--- src/rtl/stopwatch_multi.sv ---
// Multi-digit BCD stopwatch with run/pause, digit-by-digit preset and lap hold.
// Four active-low buttons are synchronized and edge-detected on clk100_i.
module stopwatch_multi #(
    parameter int DIGITS   = 4,
    parameter int TICK_DIV = 1000000
) (
    input  logic                  clk100_i,
    input  logic                  rst_i,
    input  logic                  start_stop_i,
    input  logic                  set_i,
    input  logic                  change_i,
    input  logic                  lap_i,
    output logic [7*DIGITS-1:0]   hex_o,
    output logic                  running_o,
    output logic                  set_mode_o,
    output logic [2:0]            sel_o,
    output logic                  lap_o
);
    localparam logic [1:0] ST_IDLE = 2'd0;
    localparam logic [1:0] ST_RUN  = 2'd1;
    localparam logic [1:0] ST_SET  = 2'd2;

    localparam int              PW        = (TICK_DIV > 2) ? $clog2(TICK_DIV) : 1;
    localparam logic [PW-1:0]   PRESC_MAX = PW'(TICK_DIV - 1);
    localparam logic [2:0]      SEL_LAST  = 3'(DIGITS - 1);
    localparam int              CW        = 4 * DIGITS;

    // Button vector order: {start_stop, set, lap, change}.
    logic [3:0] btn_raw;
    logic [3:0] sync1_q, sync2_q, hist_q;
    logic [3:0] press;
    logic       press_ss, press_set, press_lap, press_chg;

    logic [1:0]    state_q, state_d;
    logic [PW-1:0] presc_q, presc_d;
    logic [CW-1:0] count_q, count_d;
    logic [CW-1:0] lap_val_q, lap_val_d;
    logic          lap_q, lap_d;
    logic [2:0]    sel_q, sel_d;

    logic [CW-1:0] count_inc;
    logic [CW-1:0] count_edit;
    logic [CW-1:0] disp;
    logic          inc_carry;

    assign btn_raw   = {start_stop_i, set_i, lap_i, change_i};
    assign press     = hist_q & ~sync2_q;
    assign press_ss  = press[3];
    assign press_set = press[2];
    assign press_lap = press[1];
    assign press_chg = press[0];

    function automatic logic [6:0] seg7(input logic [3:0] d);
        case (d)
            4'd0:    seg7 = 7'h40;
            4'd1:    seg7 = 7'h79;
            4'd2:    seg7 = 7'h24;
            4'd3:    seg7 = 7'h30;
            4'd4:    seg7 = 7'h19;
            4'd5:    seg7 = 7'h12;
            4'd6:    seg7 = 7'h02;
            4'd7:    seg7 = 7'h78;
            4'd8:    seg7 = 7'h00;
            4'd9:    seg7 = 7'h10;
            default: seg7 = 7'h7F;
        endcase
    endfunction

    // Decimal ripple increment of the whole count; all-9s rolls to all-0s.
    always_comb begin
        count_inc = count_q;
        inc_carry = 1'b1;
        for (int k = 0; k < DIGITS; k++) begin
            if (inc_carry) begin
                if (count_q[4*k +: 4] == 4'd9) begin
                    count_inc[4*k +: 4] = 4'd0;
                end else begin
                    count_inc[4*k +: 4] = count_q[4*k +: 4] + 4'd1;
                    inc_carry = 1'b0;
                end
            end
        end
    end

    // Selected digit steps 0..9 on its own, never carrying into neighbours.
    always_comb begin
        count_edit = count_q;
        for (int k = 0; k < DIGITS; k++) begin
            if (sel_q == 3'(k)) begin
                count_edit[4*k +: 4] = (count_q[4*k +: 4] == 4'd9) ? 4'd0
                                                                   : count_q[4*k +: 4] + 4'd1;
            end
        end
    end

    always_comb begin
        state_d   = state_q;
        presc_d   = presc_q;
        count_d   = count_q;
        lap_val_d = lap_val_q;
        lap_d     = lap_q;
        sel_d     = sel_q;
        case (state_q)
            ST_IDLE: begin
                if (press_ss) begin
                    state_d = ST_RUN;
                end else if (press_set) begin
                    state_d = ST_SET;
                    sel_d   = 3'd0;
                end else if (press_lap) begin
                    if (lap_q) begin
                        lap_d = 1'b0;
                    end else begin
                        count_d = '0;
                        presc_d = '0;
                    end
                end
            end
            ST_RUN: begin
                // The tick applies even on the cycle a stop press lands.
                if (presc_q == PRESC_MAX) begin
                    presc_d = '0;
                    count_d = count_inc;
                end else begin
                    presc_d = presc_q + PW'(1);
                end
                if (press_ss) begin
                    state_d = ST_IDLE;
                end else if (press_lap) begin
                    lap_d = ~lap_q;
                    if (!lap_q) begin
                        lap_val_d = count_q;
                    end
                end
            end
            ST_SET: begin
                if (press_set) begin
                    if (sel_q == SEL_LAST) begin
                        state_d = ST_IDLE;
                        sel_d   = 3'd0;
                    end else begin
                        sel_d = sel_q + 3'd1;
                    end
                end else if (press_chg) begin
                    count_d = count_edit;
                end
            end
            default: begin
                state_d = ST_IDLE;
            end
        endcase
    end

    always_ff @(posedge clk100_i) begin
        if (rst_i) begin
            sync1_q   <= '1;
            sync2_q   <= '1;
            hist_q    <= '1;
            state_q   <= ST_IDLE;
            presc_q   <= '0;
            count_q   <= '0;
            lap_val_q <= '0;
            lap_q     <= 1'b0;
            sel_q     <= 3'd0;
        end else begin
            sync1_q   <= btn_raw;
            sync2_q   <= sync1_q;
            hist_q    <= sync2_q;
            state_q   <= state_d;
            presc_q   <= presc_d;
            count_q   <= count_d;
            lap_val_q <= lap_val_d;
            lap_q     <= lap_d;
            sel_q     <= sel_d;
        end
    end

    assign disp = lap_q ? lap_val_q : count_q;

    always_comb begin
        hex_o = '1;
        for (int k = 0; k < DIGITS; k++) begin
            hex_o[7*k +: 7] = seg7(disp[4*k +: 4]);
        end
    end

    assign running_o  = (state_q == ST_RUN);
    assign set_mode_o = (state_q == ST_SET);
    assign sel_o      = sel_q;
    assign lap_o      = lap_q;
endmodule

--- config.mk ---
export PLATFORM = sky130hd
export DESIGN_NAME = stopwatch_multi
export DESIGN_NICKNAME = d
export VERILOG_FILES = /design/src/rtl/stopwatch_multi.sv
export SDC_FILE = /design/constraint.sdc
export NUM_CORES = 1
export LEC_CHECK = 0
export ABC_AREA = 1
export ABC_CLOCK_PERIOD_IN_PS = 5100
export CAP_MARGIN = 25
export CORE_UTILIZATION = 50
export CTS_CLUSTER_DIAMETER = 80
export DETAILED_ROUTE_END_ITERATION = 8
export PLACE_DENSITY = 0.71
export SLEW_MARGIN = 25
export SYNTH_ARGS = -nofsm -noshare
export SYNTH_HDL_FRONTEND = slang
export SYNTH_SLANG_ARGS = --single-unit
--- constraint.sdc ---
create_clock -name clk100_i -period 5.1 [get_ports clk100_i]
set_input_delay 1.02 -clock clk100_i [delete_from_list [all_inputs] [get_ports clk100_i]]
set_output_delay 1.02 -clock clk100_i [all_outputs]
set_load 0.005 [all_outputs]
**Word-level counts from Yosys, hierarchy flattened**

Memory sizes are Yosys's and may differ from the RTL's.
Index checks and enable logic that the tools add are counted.

- Word-level logic and storage cells: 118
- Memory bits (read-only): 448
- Register bits after elaboration: 70
- Output and inout port bits: 34
- Input bits: 6
- Memories kept: 4

- Equal/unequal tests: 30
- Mux-type cells: 48
- Reduce and logical (&&, ||, !) cells: 14
- $add $sub $neg: 6
- Bitwise logic cells: 4

Memories:

| name | depth | width | read ports | clocked after memory_dff | write ports | RTL line | text |
|---|---|---|---|---|---|---|---|
| (no name shown) | 16 | 7 | 1 | 0 | 0 | 54 | `case (d)` |
| (no name shown) | 16 | 7 | 1 | 0 | 0 | 54 |  |
| (no name shown) | 16 | 7 | 1 | 0 | 0 | 54 |  |
| (no name shown) | 16 | 7 | 1 | 0 | 0 | 54 |  |

Operators with widths:

| cell | number |
|---|---|
| $mux W16 | 8 |
| $mux W20 | 5 |
| $pmux W16 S3 | 1 |
| $mux W4 | 11 |
| $pmux W20 S2 | 1 |
| $reduce_and A10 Y1 | 3 |
| $ne A2 B1 Y1 const B | 12 |
| $add A20 B1 Y20 const B | 1 |
| $eq A20 B20 Y1 const B | 1 |
| $add A4 B1 Y4 const B | 4 |
| $eq A4 B4 Y1 const B | 4 |
| $ne A2 B2 Y1 const B | 7 |
| $mux W3 | 4 |
| $mux W1 | 10 |
| $mux W2 | 5 |
| $reduce_and A9 Y1 | 1 |
| $reduce_and A4 Y1 | 2 |
| $eq A3 B2 Y1 const B | 2 |
| $pmux W2 S3 | 1 |
| $pmux W3 S2 | 1 |
| $reduce_and A6 Y1 | 1 |
| $reduce_and A5 Y1 | 1 |
| $and A4 B4 Y4 | 1 |
| $not A4 Y4 | 1 |
| 12 further kinds | 14 |

**Longest topological paths before layout**

Gate-level depths: netlist (run 1).

- Depth in word-level cells: 7
- Gate-level depth with buffers: 12
- Mapped depth without buffers: 12

**Least setup slack after synthesis (run 1)**

Ideal clock, no wire load.

- Path type: register to output
- Start point: reg lap_q, in the netlist lap_o
- End point: out hex_o[0]
- Data arrival time: 1581 ps
- Path buffers: 0
- Cell stages (with the launch flop): 8
- Slack: 2499 ps
- Data required time: 4080 ps
- Cell sequence: dfxtp_1 > inv_1 > or2_2 > o21ai_1 > inv_1 > ha_1 > o21ai_0 > o21ai_0

- Word-level cells in the longest chain between the ends: 2

Ends and longest elaborated chain:

| item | RTL line | text |
|---|---|---|
| from (decl) | 38 | `logic lap_q, lap_d;` |
| from (signal assigned) | 173 | `lap_q <= lap_d;` |
| $mux W16 | - |  |
| via disp[0] | 43 | `logic [CW-1:0] disp;` |
| $mem_v2 Z16 W7 | - |  |
| to (decl) | 13 | `output logic [7*DIGITS-1:0] hex_o,` |

The timed path passes the listed nets, and every way through them passes these cells.

**Final worst setup path (run 1)**

Ends and elaborated chain as after synthesis.

==> results by group, run 1 <==
Timing
  • Pins Over Slew Limit: 0
  • Min Hold Slack: 0.408 ns
  • Setup violations, final: 0
  • Achievable clock frequency: 285 MHz
  • Final hold viol count: 0
  • Minimum clock period: 3.51 ns
  • Worst-Margin Slew: 0.760 ns
  • Final worst path period share: 0.689
  • Clock Skews: 0.0102 ns
  • RSZ-0062 raised after global routing: no
  • Setup WS post-layout: 1.59 ns
  • Slew headroom: 0.492
  • Fin Setup TNS: 0 ns

Synth
  • Unique masters post-synth: 38
  • Post-synthesis sequential area ratio: 0.311
  • Top post-synthesis cells by area: dfxtp_1 31%, ha_1 10%, nand2_1 10%, nor2_1 7.9%, inv_1 6.8%
  • Area leader, netlist: dfxtp_1
  • Register bit count reported by yosys: 70
  • Cell Area, Synth: 4500 um2
  • Syn nets: 696
  • Synth Area per Inst: 6.90 um2
  • Synthesized netlist cell count: 653
  • Share of the synthesized area in the top cell type: 0.311
  • Yosys Warn Count: 0

Die
  • Die Wd: 96.9 um
  • I/O Pins: 40
  • Die area: 9390 um2
  • # rows: 34
  • Starting Density: 0.516
  • Height of the die: 96.9 um
  • Core area: 8720 um2

Setup path
  • Crit-path max FO: 31
  • Worst path required time: 4.08 ns
  • Critical Setup Path Class: register to output pin
  • R2R depth: 7
  • Worst setup path startpoint: lap_o
  • Reg-to-reg slack, setup: 2.43 ns
  • FF-to-FF End: lap_val_q[2]
  • Startpoint types: register
  • Worst EP arrival: 2.49 ns
  • Worst setup EP type: output pin
  • Reg2Reg Launch Point: state_q[1]

Place
  • Dpl cells: 786
  • Final Wtd Congestion: 0.829
  • Pre-CTS worst setup slack: 1.96 ns
  • Port-buffer cells: 39
  • Hpwl dp: 6810 um

Finish
  • Fraction of layout cells with a size suffix above 1: 0.118
  • Fin cells: 800
  • Layout Utilization: 0.585
  • Filler Cells Inserted: 831
  • Antenna Cells: 0
  • Area Overhead vs Synth: 13.3%
  • Final net count: 732

Min path
  • HP Class: register to register
  • Worst hold endpoint: sync2_q[1]
  • Number of cells on the worst hold path: 1
  • Hold_sp: sync1_q[1]

Clock network
  • Clock Tree Buf Depth: 2
  • CTS Buf Count: 9
  • CTS tree: done
  • Post-CTS Setup Bufs: 0
  • CTS Hold Bufs: 0
  • Clk_lat worst skew: 0.34 ns
  • Clock sink total: 70
  • Root Buffer: clkbuf_8
  • Clk slew on worst S/H paths: 0.08 ns
  • Post-cts sizing count: 0
  • H-tree depth: 3

Detailed routing
  • Final wirelength: 9200 um
  • Initial drt markers: 216
  • Via count: 4055
  • Antenna Nets Post-Route: 0
  • Drt wl/cell: 11.5 um
  • Vias per inst: 5.07
  • Drt drc: 0
  • DR pass1 iterations: 7

Power and ir drop
  • Pwr dens: 356 nW/um2
  • Int Pwr: 1140 uW
  • Switching Fraction: 0.374
  • Leak pwr: 0.00227 uW
  • Clock power frac: 0.211
  • Switch Pwr: 677 uW
  • Sequential fraction of design power: 0.350
  • Peak VDD IR: 0.193 mV
  • Combinational group share of total power: 0.439

Run
  • MaxCap Viol Count: 0

Run status
  • Status: finished clean

GRT
  • First-pass GRT wire length: 16200 um
  • Gr usage total: 0.202
  • Largest net degree at the start of global routing: 32
  • Antenna violations before repair: 0
  • Global route total overflow: 0
  • Vias in the first global route: 3791
## cell families (layout without fill, tap and decap cells)
group	Yosys count	after routing	share of synthesized area
AND/OR/NAND/NOR	299	299	0.302
AO/OA/AOI/OAI	125	125	0.161
buffers and inverters	110	149	0.100
flip-flops	70	70	0.311
adder cells (fa/ha/maj)	37	37	0.103
XOR/XNOR	12	12	0.0233
## worst max path at each step
stage,depth (start not counted),to,slack (ns)
after CTS,7,hex_o[0],1.57
after floorplan,7,hex_o[0],2.50
after global routing,9,hex_o[25],1.30
after global placement,9,hex_o[25],2.01
after detailed placement,9,hex_o[25],1.96
final,7,hex_o[0],1.59
## cell type report
class	count	area, um2	area share
timing repair buffer	41	405	0.0795
multi-input combinational	473	2650	0.520
sequential	70	1400	0.275
clock buffer	12	145	0.0285
inverter	94	353	0.0692
clock inverter	2	10.0	0.00196
tap	108	135	0.0265
## power groups by stage
stage / clock [uW] / combinational, uW / sequential, uW
finish: 382 / 796 / 634
global route: 410 / 900 / 640
global placement: 0 / 780 / 644
detailed placement: 0 / 798 / 646
CTS: 392 / 801 / 633
floorplan: 0 / 507 / 634
## state kept, by name, indices dropped and copies added, names as in the netlist
| signal | flops |
|---|---|
| lap_val_q | 16 |
| sel_o | 3 |
| lap_o | 1 |
| state_q | 2 |
| count_q | 16 |
| sync1_q | 4 |
| hist_q | 4 |
| presc_q | 20 |
| sync2_q | 4 |
## through the flow
stage	total power (uW)	cell area, um2
after floorplan	1140	4500
after global placement	1420	4940
after detailed placement	1440	4940
after CTS	1830	5100
after global routing	1950	5100
final	1810	5100
## layout by cell type, fill, tap and decap left out
master           Yosys  final
nor2_2               6      6
a21oi_1             39     39
nand3_1             22     22
clkinv_1             1      1
or2_0                1      1
inv_2               12     12
o21ai_2             17     17
clkbuf_1             7      2
nor2_1              95     95
dfxtp_1             70     70
nand3_2              4      4
xor2_1               9      9
nor3_1               8      8
a31o_2               1      1
buf_4                4      2
nand3b_1             2      2
clkinv_2             0      2
inv_1               81     81
nand4_1             13     13
nand2_1            120    120
o21ai_1             17     17
o211ai_1             1      1
o21ai_0             43     43
nand3_4              1      1
xnor2_1              3      3
nor2_4               5      5
clkbuf_8             0     10
ha_1                37     37
or2_1                1      1
a21oi_4              1      1
clkdlybuf4s50_1      0     39
nand2_2              5      5
nand2_4              2      2
a21oi_2              1      1
a211oi_1             3      3
o31ai_1              2      2
or2_2               13     13
and2_1               1      1
## cell usage after synthesis, drive strengths merged
master,n
buf,9
xor2,9
ha,37
o31ai,2
nand2,127
nor2,106
a211oi,3
nor3,8
dfxtp,70
inv,93
xnor2,3
o211ai,1
nand3b,2
nand4,13
a21oi,41
clkbuf,7
o21ai,77
nand3,27
and2,1
a31o,1
clkinv,1
or2,15
## layer usage
layer  vias up  routed length, um  GRT usage  share of wire
li1       2150                  -          -              -
met1      1819               4360      0.249           0.47
met2        73               4420      0.358           0.48
met3        13                316     0.0311          0.034
met4         0                109     0.0643          0.012
met5         -                  0          0              0
## critical path: stages, from the launching register on
cell	delay [ns]
dfxtp_1	0.31
buf_4	0.24
o21ai_1	0.45
inv_1	0.13
ha_1	0.21
o21ai_0	0.22
o21ai_0	0.11
clkdlybuf4s50_1	0.45
Note: power is estimated with default switching activity, not from simulation.
==> run 2, diff against run 1 <==
- ABC_CLOCK_PERIOD_IN_PS: 5100 -> 2900
- PLACE_DENSITY: 0.71 -> 0.73
- clock period: 5.1 -> 2.9 ns (I/O delays scaled with it)
==> results by group, run 2 (synthesis gave the netlist of run 1 again) <==
Place
  • Hpwl dp: 6920 um (was 6810 um)
  • Port-buffer cells: 39 (unchanged)
  • Dpl cells: 790 (was 786)
  • Final Wtd Congestion: 0.867 (was 0.829)
  • Placed inst area: 4970 um2 (was 4940 um2)
  • Pre-CTS worst setup slack: 0.164 ns (was 1.96 ns)

Finish
  • Final net count: 740 (was 732)
  • Most frequent cells in the layout: 120 x nand2_1, 95 x nor2_1, 75 x inv_1 (was 120 x nand2_1, 95 x nor2_1, 81 x inv_1)
  • Max FFs per register: 20 (unchanged)
  • Antenna Cells: 0 (unchanged)
  • Register area: 1410 um2 (was 1400 um2)
  • Largest register by flop count: presc_q (unchanged)
  • Fraction of layout cells with a size suffix above 1: 0.147 (was 0.118)
  • Top flop regs: presc_q (20), count_q (16), lap_val_q (16) (unchanged)
  • Filler Cells Inserted: 809 (was 831)
  • Most common cell after layout, fill and taps aside: nand2_1 (unchanged)
  • Fin cells: 810 (was 800)
  • Area Overhead vs Synth: 17.4% (was 13.3%)
  • Multi-input logic area: 2710 um2 (was 2650 um2)
  • Post-route cell area: 5290 um2 (was 5100 um2)

Setup path
  • Most used cell along the critical path: buf_4 (was o21ai_0)
  • Critical Setup Path Class: register to output pin (unchanged)
  • Worst EP arrival: 2.21 ns (was 2.49 ns)
  • CP top delay family: buffers and inverters (unchanged)
  • Crit path cell chain: buf_6, buf_4, o21ai_4, buf_4, ha_1, inv_1, nor2_1, o21ai_1, clkdlybuf4s50_1 (was buf_4, o21ai_1, inv_1, ha_1, o21ai_0, o21ai_0, clkdlybuf4s50_1)
  • Crit-path max FO: 7 (was 31)
  • Startpoint types: register (unchanged)
  • Worst path bufs/invs: 5 (was 3)
  • Worst setup EP type: output pin (unchanged)
  • Slowest stage delay, CP: 0.44 ns (was 0.45 ns)
  • Slowest stage cell, crit path: clkdlybuf4s50_1 (was o21ai_1)
  • Worst path required time: 2.32 ns (was 4.08 ns)

Timing
  • Pins Over Slew Limit: 0 (unchanged)
  • Final worst path period share: 0.962
  • Clock Skews: 0.0102 ns (about the same)
  • Minimum clock period: 2.79 ns
  • Achievable clock frequency: 359 MHz
  • Setup WS post-layout: 0.112 ns (was 1.59 ns)
  • Final hold viol count: 0 (unchanged)
  • Setup violations, final: 0 (unchanged)
  • Worst-Margin Slew: 0.603 ns (was 0.760 ns)
  • Slew headroom: 0.597 (was 0.492)

GRT
  • Gr usage total: 0.208 (was 0.202)
  • Antenna violations before repair: 0 (unchanged)
  • Vias in the first global route: 3924 (was 3791)
  • First-pass GRT wire length: 16500 um (was 16200 um)
  • Largest net degree at the start of global routing: 35 (was 32)
  • Global route total overflow: 0 (unchanged)

Detailed routing
  • Antenna Nets Post-Route: 0 (unchanged)
  • Drt wl/cell: 11.4 um (was 11.5 um)
  • Initial drt markers: 145 (was 216)
  • Final wirelength: 9250 um (was 9200 um)
  • Via count: 4109 (was 4055)
  • Drt drc: 0 (unchanged)
  • DR pass1 iterations: 4 (was 7)
  • Vias per inst: 5.07 (about the same)

Min path
  • HP Class: register to register (unchanged)

Power and ir drop
  • Pwr dens: 627 nW/um2 (was 356 nW/um2)
  • Leak pwr: 0.00246 uW (was 0.00227 uW)
  • Peak VDD IR: 0.367 mV (was 0.193 mV)

Clock network
  • Clock sink total: 70 (unchanged)
  • Clk_lat worst skew: 0.34 ns (about the same)
  • Clk slew on worst S/H paths: 0.08 ns (about the same)
  • CTS tree: done (unchanged)
  • CTS Hold Bufs: 0 (unchanged)
  • Root Buffer: clkbuf_8 (unchanged)
  • Clock Tree Buf Depth: 2 (unchanged)
  • H-tree depth: 3 (unchanged)
  • CTS Buf Count: 9 (unchanged)

Die
  • Starting Density: 0.516 (unchanged)
  • Height of the die: 96.9 um (unchanged)
  • Die area: 9390 um2 (unchanged)
  • Die Wd: 96.9 um (unchanged)
  • I/O Pins: 40 (unchanged)
  • # rows: 34 (unchanged)
  • Core area: 8720 um2 (unchanged)

Run
  • MaxCap Viol Count: 0 (unchanged)

Run status
  • Status: finished clean (unchanged)
## run 2: per-stage QoR
stage	power [uW]	setup TNS, ns	utilization	hold slack [ns]
after global placement	2500	0	0.570	0.393
after global routing	3580	-0.0101	0.606	0.425
after detailed placement	2550	0	0.570	0.394
final	3320	0	0.606	0.410
after floorplan	2010	0	-	0.389
after CTS	3320	0	0.596	0.412
## run 2: final cells by class
| class | instances | area share |
|---|---|---|
| multi-input cells | 473 | 0.513 |
| flip-flops and latches | 70 | 0.266 |
| repair buffers | 49 | 0.0937 |
| inverters | 94 | 0.0668 |
| clock buffers | 12 | 0.0256 |
| well taps | 108 | 0.0256 |
| clock inverters | 4 | 0.00900 |
## run 2: timing repair
| action | 4_1_cts | 5_1_grt |
|---|---|---|
| buffers inserted | 3 | 1 |
| endpoints found under the setup margin | 20 | 22 |
| gates resized for setup | 7 | 31 |
| pin swaps | 0 | 1 |
## run 2: power breakdown
group	switching (uW)	internal, uW	total [uW]
logic	774	661	1440
clock network	362	396	758
registers	92.5	1030	1120
total	1230	2090	3320
## run 2: worst paths after layout
| kind | slack [ns] | startpoint | endpoint | cells after the start |
|---|---|---|---|---|
| max | 0.11 | lap_o | hex_o[4] | 9 |
| min | 0.41 | sync1_q[0] | sync2_q[0] | 1 |
| max reg2reg | 0.75 | state_q[1] | lap_val_q[3] | 8 |
| min reg2reg | 0.41 | sync1_q[0] | sync2_q[0] | 1 |
## run 2: routing by layer
metal | up-vias | track usage | part of all wire
met1 | 1844 | 0.249 | 0.46
met4 | 0 | 0.0666 | 0.013
met2 | 73 | 0.368 | 0.49
met5 | - | 0 | 0
met3 | 13 | 0.0462 | 0.037
li1 | 2179 | - | -
